$ cat config.mk
export PLATFORM = sky130hd
export DESIGN_NAME = cv32e40p_compressed_decoder_selftest_ctrl
export DESIGN_NICKNAME = d
export VERILOG_FILES = /design/src/rtl/cv32e40p_compressed_decoder_selftest_ctrl.sv
export SDC_FILE = /design/constraint.sdc
export NUM_CORES = 1
export LEC_CHECK = 0
export ABC_AREA = 1
export BUFFER_PORTS_ARGS = -buffer_cell sky130_fd_sc_hd__buf_2
export CAP_MARGIN = 40
export CORE_ASPECT_RATIO = 0.8
export CORE_MARGIN = 1.5
export CORE_UTILIZATION = 45
export DETAILED_ROUTE_END_ITERATION = 7
export GPL_ROUTABILITY_DRIVEN = 0
export GPL_TIMING_DRIVEN = 0
export PLACE_DENSITY = 0.85
export SLEW_MARGIN = 20
export SYNTH_ARGS = -nofsm -noshare
export SYNTH_HDL_FRONTEND = slang
export SYNTH_SLANG_ARGS = --single-unit
$ cat constraint.sdc
create_clock -name clk -period 2.95 [get_ports clk]
set_clock_uncertainty 0.15 [all_clocks]
set_input_delay 0.295 -clock clk [delete_from_list [all_inputs] [get_ports clk]]
set_output_delay 0.295 -clock clk [all_outputs]
set_load 0.05 [all_outputs]
$ cat src/rtl/cv32e40p_compressed_decoder_selftest_ctrl.sv
// ============================================================================
// Module   : cv32e40p_compressed_decoder_selftest_ctrl
// Brief    : Periodic self-test scheduler for the triplicated compressed
//            decoder; flags persistently failing replicas as broken.
// Revision : 1.0 - initial release
// ============================================================================
`default_nettype none

module cv32e40p_compressed_decoder_selftest_ctrl #(
    parameter int unsigned TEST_INTERVAL = 1024,
    parameter int unsigned FAIL_LIMIT    = 2
) (
    input  logic        clk,
    input  logic        rst_n,
    input  logic        enable_i,
    output logic        test_req_o,
    input  logic        test_gnt_i,
    output logic [31:0] test_instr_o,
    output logic        test_active_o,
    input  logic [95:0] replica_instr_i,
    input  logic [2:0]  replica_is_compressed_i,
    input  logic [2:0]  replica_illegal_i,
    input  logic [2:0]  is_broken_i,
    output logic [2:0]  set_broken_o,
    output logic [2:0]  fail_mask_o,
    output logic        test_done_o,
    output logic        fatal_o
);

    localparam int unsigned         c_CNT_W         = (TEST_INTERVAL > 2) ? $clog2(TEST_INTERVAL) : 1;
    localparam logic [c_CNT_W-1:0]  c_INTERVAL_INIT = c_CNT_W'(TEST_INTERVAL - 1);
    localparam logic [c_CNT_W-1:0]  c_CNT_ONE       = c_CNT_W'(1);
    localparam logic [2:0]          c_FAIL_LIMIT    = 3'(FAIL_LIMIT);
    localparam logic [2:0]          c_LAST_T        = 3'd5;

    localparam logic [1:0] c_ST_COUNT = 2'd0;
    localparam logic [1:0] c_ST_REQ   = 2'd1;
    localparam logic [1:0] c_ST_RUN   = 2'd2;
    localparam logic [1:0] c_ST_EVAL  = 2'd3;

    logic [1:0]         r_state;
    logic [1:0]         w_next_state;
    logic [c_CNT_W-1:0] r_interval_cnt;
    logic [2:0]         r_t;
    logic [2:0]         r_fail;
    logic [2:0]         r_fail_mask;
    logic               r_fatal;

    logic [2:0]         w_mismatch;
    logic [2:0]         w_fail_run;
    logic [2:0]         w_set_broken;
    logic [2:0]         w_exp_idx;
    logic               w_last;
    logic               w_eval_upd;
    logic [31:0]        w_vec_instr;
    logic [31:0]        w_exp_instr;
    logic               w_exp_cmp;
    logic               w_exp_ill;
    logic               w_exp_chk;

    assign w_last     = (r_t == c_LAST_T);
    assign w_eval_upd = (r_state == c_ST_RUN) && enable_i && test_gnt_i && w_last;
    assign w_fail_run = r_fail | w_mismatch;
    // Replica outputs lag the driven vector by one cycle (registered fetch mux).
    assign w_exp_idx  = r_t - 3'd1;

    always_comb begin
        w_vec_instr = 32'h0000_0000;
        case (r_t)
            3'd0:    w_vec_instr = 32'h0000_0085;
            3'd1:    w_vec_instr = 32'h0000_4515;
            3'd2:    w_vec_instr = 32'h0000_852E;
            3'd3:    w_vec_instr = 32'h0000_0000;
            3'd4:    w_vec_instr = 32'h0000_0013;
            default: w_vec_instr = 32'h0000_0000;
        endcase
    end

    always_comb begin
        w_exp_instr = 32'h0000_0000;
        w_exp_cmp   = 1'b0;
        w_exp_ill   = 1'b0;
        w_exp_chk   = 1'b0;
        case (w_exp_idx)
            3'd0:    begin w_exp_instr = 32'h0010_8093; w_exp_cmp = 1'b1; w_exp_chk = 1'b1; end
            3'd1:    begin w_exp_instr = 32'h0050_0513; w_exp_cmp = 1'b1; w_exp_chk = 1'b1; end
            3'd2:    begin w_exp_instr = 32'h00B0_0533; w_exp_cmp = 1'b1; w_exp_chk = 1'b1; end
            3'd3:    begin w_exp_cmp = 1'b1; w_exp_ill = 1'b1; end
            3'd4:    begin w_exp_instr = 32'h0000_0013; w_exp_chk = 1'b1; end
            default: begin w_exp_chk = 1'b0; end
        endcase
    end

    for (genvar m = 0; m < 3; m++) begin : g_replica
        logic [2:0] r_fail_cnt;
        logic       r_broken;

        assign w_mismatch[m] = (r_t != 3'd0) &&
                               ((w_exp_chk && (replica_instr_i[32*m +: 32] != w_exp_instr)) ||
                                (replica_is_compressed_i[m] != w_exp_cmp) ||
                                (replica_illegal_i[m] != w_exp_ill));

        // Replicas already marked broken keep being tested but stop counting.
        always_ff @(posedge clk or negedge rst_n) begin
            if (!rst_n) begin
                r_fail_cnt <= 3'd0;
                r_broken   <= 1'b0;
            end else if (w_eval_upd && !r_broken && !is_broken_i[m]) begin
                if (w_fail_run[m]) begin
                    if (r_fail_cnt != c_FAIL_LIMIT) begin
                        r_fail_cnt <= r_fail_cnt + 3'd1;
                    end
                    if ((r_fail_cnt + 3'd1) == c_FAIL_LIMIT) begin
                        r_broken <= 1'b1;
                    end
                end else begin
                    r_fail_cnt <= 3'd0;
                end
            end
        end

        assign w_set_broken[m] = r_broken;
    end

    always_ff @(posedge clk or negedge rst_n) begin
        if (!rst_n) begin
            r_state <= c_ST_COUNT;
        end else begin
            r_state <= w_next_state;
        end
    end

    always_comb begin
        w_next_state = r_state;
        case (r_state)
            c_ST_COUNT: if (enable_i && (r_interval_cnt == '0)) w_next_state = c_ST_REQ;
            c_ST_REQ: begin
                if (!enable_i)       w_next_state = c_ST_COUNT;
                else if (test_gnt_i) w_next_state = c_ST_RUN;
            end
            c_ST_RUN: begin
                if (!enable_i)        w_next_state = c_ST_COUNT;
                else if (!test_gnt_i) w_next_state = c_ST_REQ;
                else if (w_last)      w_next_state = c_ST_EVAL;
            end
            c_ST_EVAL: w_next_state = c_ST_COUNT;
            default:   w_next_state = c_ST_COUNT;
        endcase
    end

    always_comb begin
        test_req_o    = (r_state == c_ST_REQ) || (r_state == c_ST_RUN);
        test_active_o = (r_state == c_ST_RUN);
        test_done_o   = (r_state == c_ST_EVAL);
        test_instr_o  = (r_state == c_ST_RUN) ? w_vec_instr : 32'h0000_0000;
    end

    // Results are committed on entry to EVAL so they are visible with the done pulse.
    always_ff @(posedge clk or negedge rst_n) begin
        if (!rst_n) begin
            r_interval_cnt <= c_INTERVAL_INIT;
            r_t            <= 3'd0;
            r_fail         <= 3'd0;
            r_fail_mask    <= 3'd0;
            r_fatal        <= 1'b0;
        end else begin
            r_fatal <= &(w_set_broken | is_broken_i);
            case (r_state)
                c_ST_COUNT: begin
                    if (enable_i && (r_interval_cnt != '0)) begin
                        r_interval_cnt <= r_interval_cnt - c_CNT_ONE;
                    end
                end
                c_ST_REQ: begin
                    if (!enable_i) begin
                        r_interval_cnt <= '0;
                    end else if (test_gnt_i) begin
                        r_t    <= 3'd0;
                        r_fail <= 3'd0;
                    end
                end
                c_ST_RUN: begin
                    if (!enable_i) begin
                        r_interval_cnt <= '0;
                    end else if (test_gnt_i) begin
                        r_t    <= r_t + 3'd1;
                        r_fail <= w_fail_run;
                        if (w_last) begin
                            r_fail_mask <= w_fail_run;
                        end
                    end
                end
                c_ST_EVAL: r_interval_cnt <= c_INTERVAL_INIT;
                default:   r_interval_cnt <= c_INTERVAL_INIT;
            endcase
        end
    end

    assign set_broken_o = w_set_broken;
    assign fail_mask_o  = r_fail_mask;
    assign fatal_o      = r_fatal;

endmodule

`default_nettype wire
Word-level counts from Yosys, hierarchy flattened
Cells that the tools add are included.
Operators by class
  $add $sub $neg: 6
  eq/ne operators: 38
  muxes and demuxes: 30
  bitwise operators: 2
  reductions and logical operators: 51
Operators by type and width (count)
  32-bit inequality test: 3
  24-bit one-hot mux with 4 select lines: 1
  16-bit one-hot mux with 4 select lines: 1
  3-bit two-way mux: 12
  10-bit one-hot mux with 3 select lines: 1
  10-bit two-way mux: 2
  3-bit by 2-bit equality test with 1-bit output, second input constant: 6
  1-bit logical AND: 17
  16-bit two-way mux: 1
  3-bit AND reduction: 5
  2-bit inequality test, second input constant: 7
  3-bit by 1-bit adder with 3-bit output, second input constant: 4
  2-bit two-way mux: 6
  3-bit one-hot mux with 2 select lines: 2
  10-bit zero test: 1
  10-bit nonzero test: 1
  10-bit by 1-bit subtractor with 10-bit output, second input constant: 1
  3-bit equality test, second input constant: 3
  3-bit by 2-bit inequality test with 1-bit output, second input constant: 3
  2-bit one-hot mux with 4 select lines: 1
  2-bit AND reduction: 4
  4-bit OR reduction: 2
  1-bit logical OR: 7
  3-bit by 1-bit equality test with 1-bit output, second input constant: 2
  other kinds (17): 34
Word-level totals
  flip-flop bits (word level): 34
  input port bits: 109
  output and inout port bits: 42
  word-level logic and storage cells: 139

Depth between registers and ports, before layout
Gate-level depths: netlist of the first run.
  depth in word-level cells: 12
  mapped depth: 20
  mapped depth without buffers: 20

Least setup slack after synthesis of the first run
No wires, ideal clock.
  kind: reg-to-output
  from: reg r_state[0]
  to: out test_instr_o[10]
  arrival: 2840 ps
  data required time: 2505 ps
  path slack: -335 ps
  stages on the path, launching flop included: 8
  path buffers: 1
  path through: dfrtp_1 inv_1 ha_1 inv_1 nor2_1 inv_1 nand2_1 buf_4
On the way
  word-level cells in the longest chain between the ends: 2
RTL lines
  start: declaration: RTL line 41  | logic [1:0] r_state;
  start signal: assignment: RTL line 127  | r_state <= c_ST_COUNT;
  start signal: assignment: RTL line 129  | r_state <= w_next_state;
  2-bit equality test
  net test_active_o: RTL line 19  | output logic test_active_o,
  16-bit two-way mux: RTL line 155  | test_instr_o = (r_state == c_ST_RUN) ? w_vec_instr : 32'h0000_0000;
  end: declaration: RTL line 18  | output logic [31:0] test_instr_o,
The timed path passes the listed nets, and every way through them passes these cells.

Final worst setup path of the first run
  from: reg r_t[1]
  to: reg g_replica[0].r_fail_cnt[2]
On the way
  word-level cells in the longest chain between the ends: 11
  elaborated cells between the ends (all ways): 28
  those cells by class: 1 x add/sub; 9 x eq/ne; 5 x mux; 1 x bitwise; 12 x reduce/logical
RTL lines
  start: declaration: RTL line 44  | logic [2:0] r_t;
  start signal: assignment: RTL line 186  | r_t <= r_t + 3'd1;
  3-bit by 1-bit subtractor with 3-bit output: RTL line 65  | assign w_exp_idx = r_t - 3'd1;
  3-bit equality test, or another cell as far along: RTL line 84  | case (w_exp_idx)
  24-bit one-hot mux with 4 select lines or 4-bit OR reduction (tied branches)
  32-bit inequality test or 1-bit two-way mux (tied branches): RTL line 99, 84
  1-bit logical AND or 1-bit inequality test (tied branches): RTL line 99, 100
  1-bit logical OR: RTL line 99  | ((w_exp_chk && (replica_instr_i[32*m +: 32] != w_exp_instr)) ||
  1-bit logical OR: RTL line 100  | (replica_is_compressed_i[m] != w_exp_cmp) ||
  1-bit logical AND: RTL line 98  | assign w_mismatch[m] = (r_t != 3'd0) &&
  3-bit OR: RTL line 63  | assign w_fail_run = r_fail | w_mismatch;
  2-bit by 1-bit inequality test with 1-bit output (no line)
  2-bit AND reduction (no line)
  end signal: assignment: RTL line 111  | r_fail_cnt <= r_fail_cnt + 3'd1;
  end: declaration: RTL line 95  | logic [2:0] r_fail_cnt;
Parallel ways exist; a longest one is shown, timed or not.
A chain may end at the register's enable or synchronous reset.

==> impl_metrics.yaml, run 1 <==
finish:
  fillCellCount: 654
  final_common_cell: "buf_2"
  multi_input_area_um2: 2032
  post_route_cells_drive_above_1_share_pct: 33.02
  final_area_um2: 4309
  n_antenna_cell: 0
  regArea_um2: 863.3
  layout_common_cells: "130 x buf_2, 116 x nand2_1, 70 x inv_1, 70 x nor2_1, 27 x buf_4"
  syn2layout_area_growth_pct: 29.04
  layout.nets: 778
synth:
  ys_seq_area_share_pct: 25.85
  ys.warnings.count: 0
  synth_top_area_share_pct: 17.98
  dominantRegCellSynth: "dfrtp_1"
  syn_area_um2: 3339
  syn-instance-count: 489
  synth_area_leader_cell: "dfrtp_1"
  ys_types: 44
  synth.avg_cell_area_um2: 6.829
  synth_edf_count: 0
  synth.area.top_cells: "dfrtp_1 18%, nand2_1 13%, ha_1 8.2%, nor2_1 8.1%, dfstp_2 7.9%"
  ys_async_sr_fraction_pct: 100.0
  ys_ff_latch: 34
floorplan:
  die_area_um2: 7950
  initial_core_util_pct: 47.52
  die_h_um: 80.05
  rows: 27
  die_width_um: 99.32
  core_um2: 7027
  io_pins: 151
detailed_routing:
  antenna_left: 0
  drt-total-wl_mm: 8.164
  viasPerCell: 4.686
  wl_per_cell_um: 11.11
  drtIter0Drc: 150
  vias: 3444
  drc: 0
  drtPass1Iterations: 4
global_route:
  antenna_found_initial: 0
  grt_max_degree: 35
  grtUsageTotal_pct: 21.13
  grt_pass1_wl_mm: 13.91
  grt_pass1_vias: 3378
  grt.overflow.total: 0
min_path:
  hold_start: "is_broken_i[0]"
  hold_class: "primary input to flip-flop"
power:
  p_comb_share_pct: 60.0
  powerDensity_nw_per_um2: 611.2
  p_leak_nw: 2.450
  totalPowerFinal_mw: 2.634
  power_frac_clock_pct: 13.6
  p_switching_mw: 1.298
  seqPwrFrac_pct: 26.4
  ir_drop_uv: 440.7
  p_int_mw: 1.336
  sw_frac_of_total_pct: 49.27
worst_setup_path:
  rrSetupSlack_ns: 0.32
  endpoint: "g_replica[0].r_fail_cnt[2]"
  end_kind: "flip-flop"
  critPathKind: "flip-flop to flip-flop"
  reg2reg_depth: 20
  critPathLaunch: "r_t[1]"
  setup.worst_path.start_class: "flip-flop"
  regToRegEndpoint: "g_replica[0].r_fail_cnt[2]"
  crit_required_ns: 2.98
  critical_path_arrival_ns: 2.66
  r2r_start: "r_t[1]"
  critPathMaxFanout: 10
sta:
  hold_viol: 0
  slew_viol_final: 0
  rsz0062_at_grt: "no"
  setup_viol: 0
  relSlewSlack_pct: 47.99
  max_freq_ghz: 0.3797
  finalSetupTns_ns: 0
  min_period_over_period_pct: 89.28
  finalCriticalPeriod_ns: 2.634
  worstMarginPinSlew_ns: 0.7802
clock_network:
  clk_path_buf_depth: 2
  clk_pin_slew_worst_paths_ns: 0.08
  cts_setup_buffers: 0
  cts_tree: "done"
  htreeDepth: 2
  clock_latency_ns: 0.28
  cts-root-buf: "clkbuf_8"
  cts-resized-gates: 0
  numCtsBuffers: 5
  clock_sinks: 34
  cts_hold_buffers: 1
place:
  dp_hpwl_mm: 6.900
  dpl-instance-area_um2: 4184
  io_buffers: 129
flow_run:
  cap_viol_max_count: 0
outcome:
  status: "finished, final reports clean"
==> stage by stage <==
step / util [%] / hold slack, ns / setup slack (ns) / cells
after floorplan: - / -0.1506 / 0.06491 / 509
after global placement: 59.54 / 0.2527 / 0.4173 / 725
after detailed placement: 59.54 / 0.2625 / 0.3221 / 725
after CTS: 61.04 / 0.1558 / 0.3038 / 734
after global routing: 61.32 / 0.2042 / 0.1085 / 735
final: 61.32 / 0.1690 / 0.3161 / 735
==> registers in the layout, summed over array words and instances (netlist names) <==
register              flops
fail_mask_o               3
fatal_o                   1
g_replica.r_broken        3
g_replica.r_fail_cnt      9
r_fail                    3
r_interval_cnt           10
r_state                   2
r_t                       3
==> area by class of cell <==
cell class,count,share of cell area [%]
multi-input cells,369,47.15
flip-flops and latches,34,20.03
repair buffers,131,15.68
inverters,74,6.620
plain buffers,32,5.778
well taps,87,2.526
clock buffers,6,1.916
clock inverters,2,0.2904
==> cell usage after synthesis (3+ instances only) <==
cell type and count:
a22oi_1 9, dfstp_2 10, nor3_1 8, o21ai_0 12
nand2_1 116, nand2_4 7, nor2_1 72, nand4_1 13
nand3_1 22, a31oi_1 3, ha_1 22, xnor2_1 4
inv_1 70, nand3b_1 3, xor2_1 9, nand2_2 11
dfrtp_1 24, buf_4 27, a21oi_1 15, inv_2 3
==> power groups by stage <==
stage	combinational, mW	clock [mW]	sequential (mW)
after global routing	1.75	0.400	0.709
after global placement	1.53	0	0.695
after detailed placement	1.57	0	0.702
after floorplan	1.22	0	0.707
after CTS	1.58	0.373	0.695
final	1.58	0.358	0.695
==> metal layers <==
layer	routed length (µm)	vias to the layer above	GRT usage [%]
met5	0	-	0
met4	59	0	6.197
met2	3947	66	37.33
li1	-	1808	-
met3	294	8	3.394
met1	3862	1562	26.73
==> kinds of logic (layout without fill, tap and decap cells) <==
family | after synthesis | in the layout | share of synthesized area (%)
compound gates | 49 | 49 | 8.917
xor+xnor | 13 | 13 | 3.410
fa+ha+maj | 22 | 22 | 8.243
buf+inv | 106 | 245 | 16.00
flops | 34 | 34 | 25.85
mux | 1 | 1 | 0.3372
other cells | 1 | 21 | 0.1123
simple gates | 263 | 263 | 37.13
==> worst max-delay path, stage by stage (launching register included) <==
cell and delay, ns:
dfrtp_1 0.46, inv_1 0.20, ha_1 0.29, inv_2 0.08, nand2_4 0.09, nand2_8 0.08
nand3_4 0.09, buf_8 0.14, nand2_2 0.05, nand2_1 0.05, nand3_1 0.07, nor2_1 0.13
nand3_1 0.09, nand2_1 0.07, nand2_1 0.06, nand2_2 0.10, nand2_4 0.08, nand2_4 0.07
nand2_2 0.05, nand2_1 0.08, nand2_1 0.05
==> how the worst min path moves through the flow <==
stage / endpoint / slack [ns] / depth (start not counted)
2_1_floorplan: fail_mask_o[0] / -0.15 / 0
3_3_place_gp: r_state[0] / 0.25 / 1
3_5_place_dp: r_state[0] / 0.26 / 1
4_1_cts: fatal_o / 0.16 / 3
5_1_grt: g_replica[0].r_fail_cnt[0] / 0.20 / 4
6_report: fatal_o / 0.17 / 3
Note: power is estimated with default switching activity, not from simulation.
==> run 2, diff against run 1 <==
--- a/config.mk
+++ b/config.mk
@@ -8,13 +8,15 @@
 export ABC_AREA = 1
 export BUFFER_PORTS_ARGS = -buffer_cell sky130_fd_sc_hd__buf_2
 export CAP_MARGIN = 40
+export CELL_PAD_IN_SITES_DETAIL_PLACEMENT = 1
+export CELL_PAD_IN_SITES_GLOBAL_PLACEMENT = 2
 export CORE_ASPECT_RATIO = 0.8
 export CORE_MARGIN = 1.5
-export CORE_UTILIZATION = 45
+export CORE_UTILIZATION = 24
 export DETAILED_ROUTE_END_ITERATION = 7
 export GPL_ROUTABILITY_DRIVEN = 0
 export GPL_TIMING_DRIVEN = 0
-export PLACE_DENSITY = 0.85
+export PLACE_DENSITY = 0.88
 export SLEW_MARGIN = 20
 export SYNTH_ARGS = -nofsm -noshare
 export SYNTH_HDL_FRONTEND = slang
==> impl_metrics.yaml, run 2 (synthesis results as in run 1) <==
finish:
  n_antenna_cell: 0
  layout.nets: 779
  largest_register_ff_count: 10
  utilization_pct: 33.23
  top_regs: "r_interval_cnt x10, g_replica.r_fail_cnt x9"
  syn2layout_area_growth_pct: 34.84
  post_route_cells_drive_above_1_share_pct: 33.44
  multi_input_area_um2: 2034
  regMostFlops: "r_interval_cnt"
  layout_common_cells: "130 x buf_2, 116 x nand2_1, 70 x nor2_1, 69 x inv_1, 27 x buf_4"
  fillCellCount: 1780
  regArea_um2: 863.3
  final_common_cell: "buf_2"
worst_setup_path:
  path_common_cell: "nand2_1"
  critical_path_arrival_ns: 2.69
  cp_cell_sequence: "inv_1 -> ha_2 -> inv_2 -> nand2_4 -> nand2_8 -> nand3_4 -> buf_8 -> nand2_2 -> nand2_1 -> nand3_1 -> nor2_1 -> nand3_1 -> nand2_1 -> nand2_1 -> nand2_2 -> nand2_4 -> nand2_4 -> nand2_1 -> nand2_1 -> nand2_1"
  crit_slowest_cell: "dfrtp_1"
  crit_required_ns: 2.97
  end_kind: "flip-flop"
  critPathKind: "flip-flop to flip-flop"
  cp_slowest_stage_delay_ns: 0.45
  setup.worst_path.start_class: "flip-flop"
  critPathMaxFanout: 10
sta:
  finalSetupTns_ns: 0
  rsz0062_at_grt: "no"
  setup_viol: 0
  min_period_over_period_pct: 90.80
  max_freq_ghz: 0.3733
  slew_viol_final: 0
  worstMarginPinSlew_ns: 0.5293
  whs_ns: 0.1796
  finalCriticalPeriod_ns: 2.679
  hold_viol: 0
  relSlewSlack_pct: 64.44
clock_network:
  cts_tree: "done"
  htreeDepth: 2
  cts_setup_buffers: 0
  clk_pin_slew_worst_paths_ns: 0.06
  clk_path_buf_depth: 2
  clock_sinks: 34
  clock_latency_ns: 0.28
  cts-root-buf: "clkbuf_16"
  numCtsBuffers: 5
power:
  totalPowerFinal_mw: 2.937
  p_leak_nw: 2.490
  powerDensity_nw_per_um2: 652.2
  ir_drop_uv: 247.4
floorplan:
  die_h_um: 108.5
  rows: 38
  io_pins: 151
  initial_core_util_pct: 24.64
  core_um2: 13550
  die_area_um2: 14640
  die_width_um: 134.9
global_route:
  grt_max_degree: 35
  grt_pass1_wl_mm: 16.85
  grtUsageTotal_pct: 14.20
  grt.overflow.total: 0
  grt_pass1_vias: 3700
  antenna_found_initial: 0
detailed_routing:
  drt-total-wl_mm: 9.928
  wl_per_cell_um: 11.98
  antenna_left: 0
  drtIter0Drc: 103
  drtPass1Iterations: 4
  vias: 3524
  drc: 0
  viasPerCell: 4.251
min_path:
  hold_class: "primary input to flip-flop"
outcome:
  status: "finished, final reports clean"
flow_run:
  cap_viol_max_count: 0
place:
  dp_hpwl_mm: 8.392
  io_buffers: 129
==> run 2: layout make-up <==
type                            count  share of cell area [%]
Inverter                           74                   6.335
Clock buffer                        5                   2.779
Clock inverter                      3                  0.8891
Multi-Input combinational cell    369                   45.18
Tap cell                          180                   5.001
Sequential cell                    34                   19.17
Buffer                             32                   5.529
Timing Repair Buffer              132                   15.12
==> run 2: path summary, 6_finish.rpt <==
path	startpoint	end	slack (ns)	depth (start not counted)
setup / recovery	r_t[0]	g_replica[0].r_fail_cnt[0]	0.27	20
hold / removal	is_broken_i[2]	g_replica[2].r_fail_cnt[0]	0.18	4
setup reg to reg	r_t[0]	g_replica[0].r_fail_cnt[0]	0.27	20
hold reg to reg	fail_mask_o[1]	fail_mask_o[1]	0.36	2
max in group asynchronous	rst_n	r_interval_cnt[8]	1.97	3
min in group asynchronous	rst_n	r_interval_cnt[2]	0.43	2
==> run 2: stage by stage <==
step                instances  area (µm²)  worst slack (ns)
floorplan                 509        3430           0.06491
finish                    829        4503            0.2714
global route              829        4503           0.02236
global placement          818        4300            0.2429
CTS                       827        4476            0.1500
detailed placement        818        4300            0.1666
==> run 2: worst max-delay path, delay by kind of cell, from the launching register on <==
kind          cells  cell delay, ns
flops             1            0.45
fa+ha+maj         1            0.25
simple gates     16            1.35
buf+inv           3            0.38
==> run 2: report_power, final <==
part | leakage (nW) | total [mW] | switching [mW] | internal (mW)
clock | 0.0836 | 0.596 | 0.201 | 0.395
sequential | 0.420 | 0.694 | 0.0737 | 0.620
combinational | 1.99 | 1.65 | 1.11 | 0.541
==> run 2: repair_timing <==
| action | CTS | global route |
|---|---|---|
| endpoints found under the setup margin | 0 | 3 |
| resized for setup | 0 | 2 |
| hold buffers | 1 | 0 |
| hold endpoints to repair | 24 | 0 |
==> run 2: routing by layer <==
layer | vias up | GRT usage [%] | share of wire (%)
met4 | 0 | 2.842 | 0.96
met2 | 55 | 26.67 | 51
met3 | 10 | 2.157 | 3.0
met5 | - | 0 | 0
li1 | 1810 | - | -
met1 | 1649 | 17.20 | 45
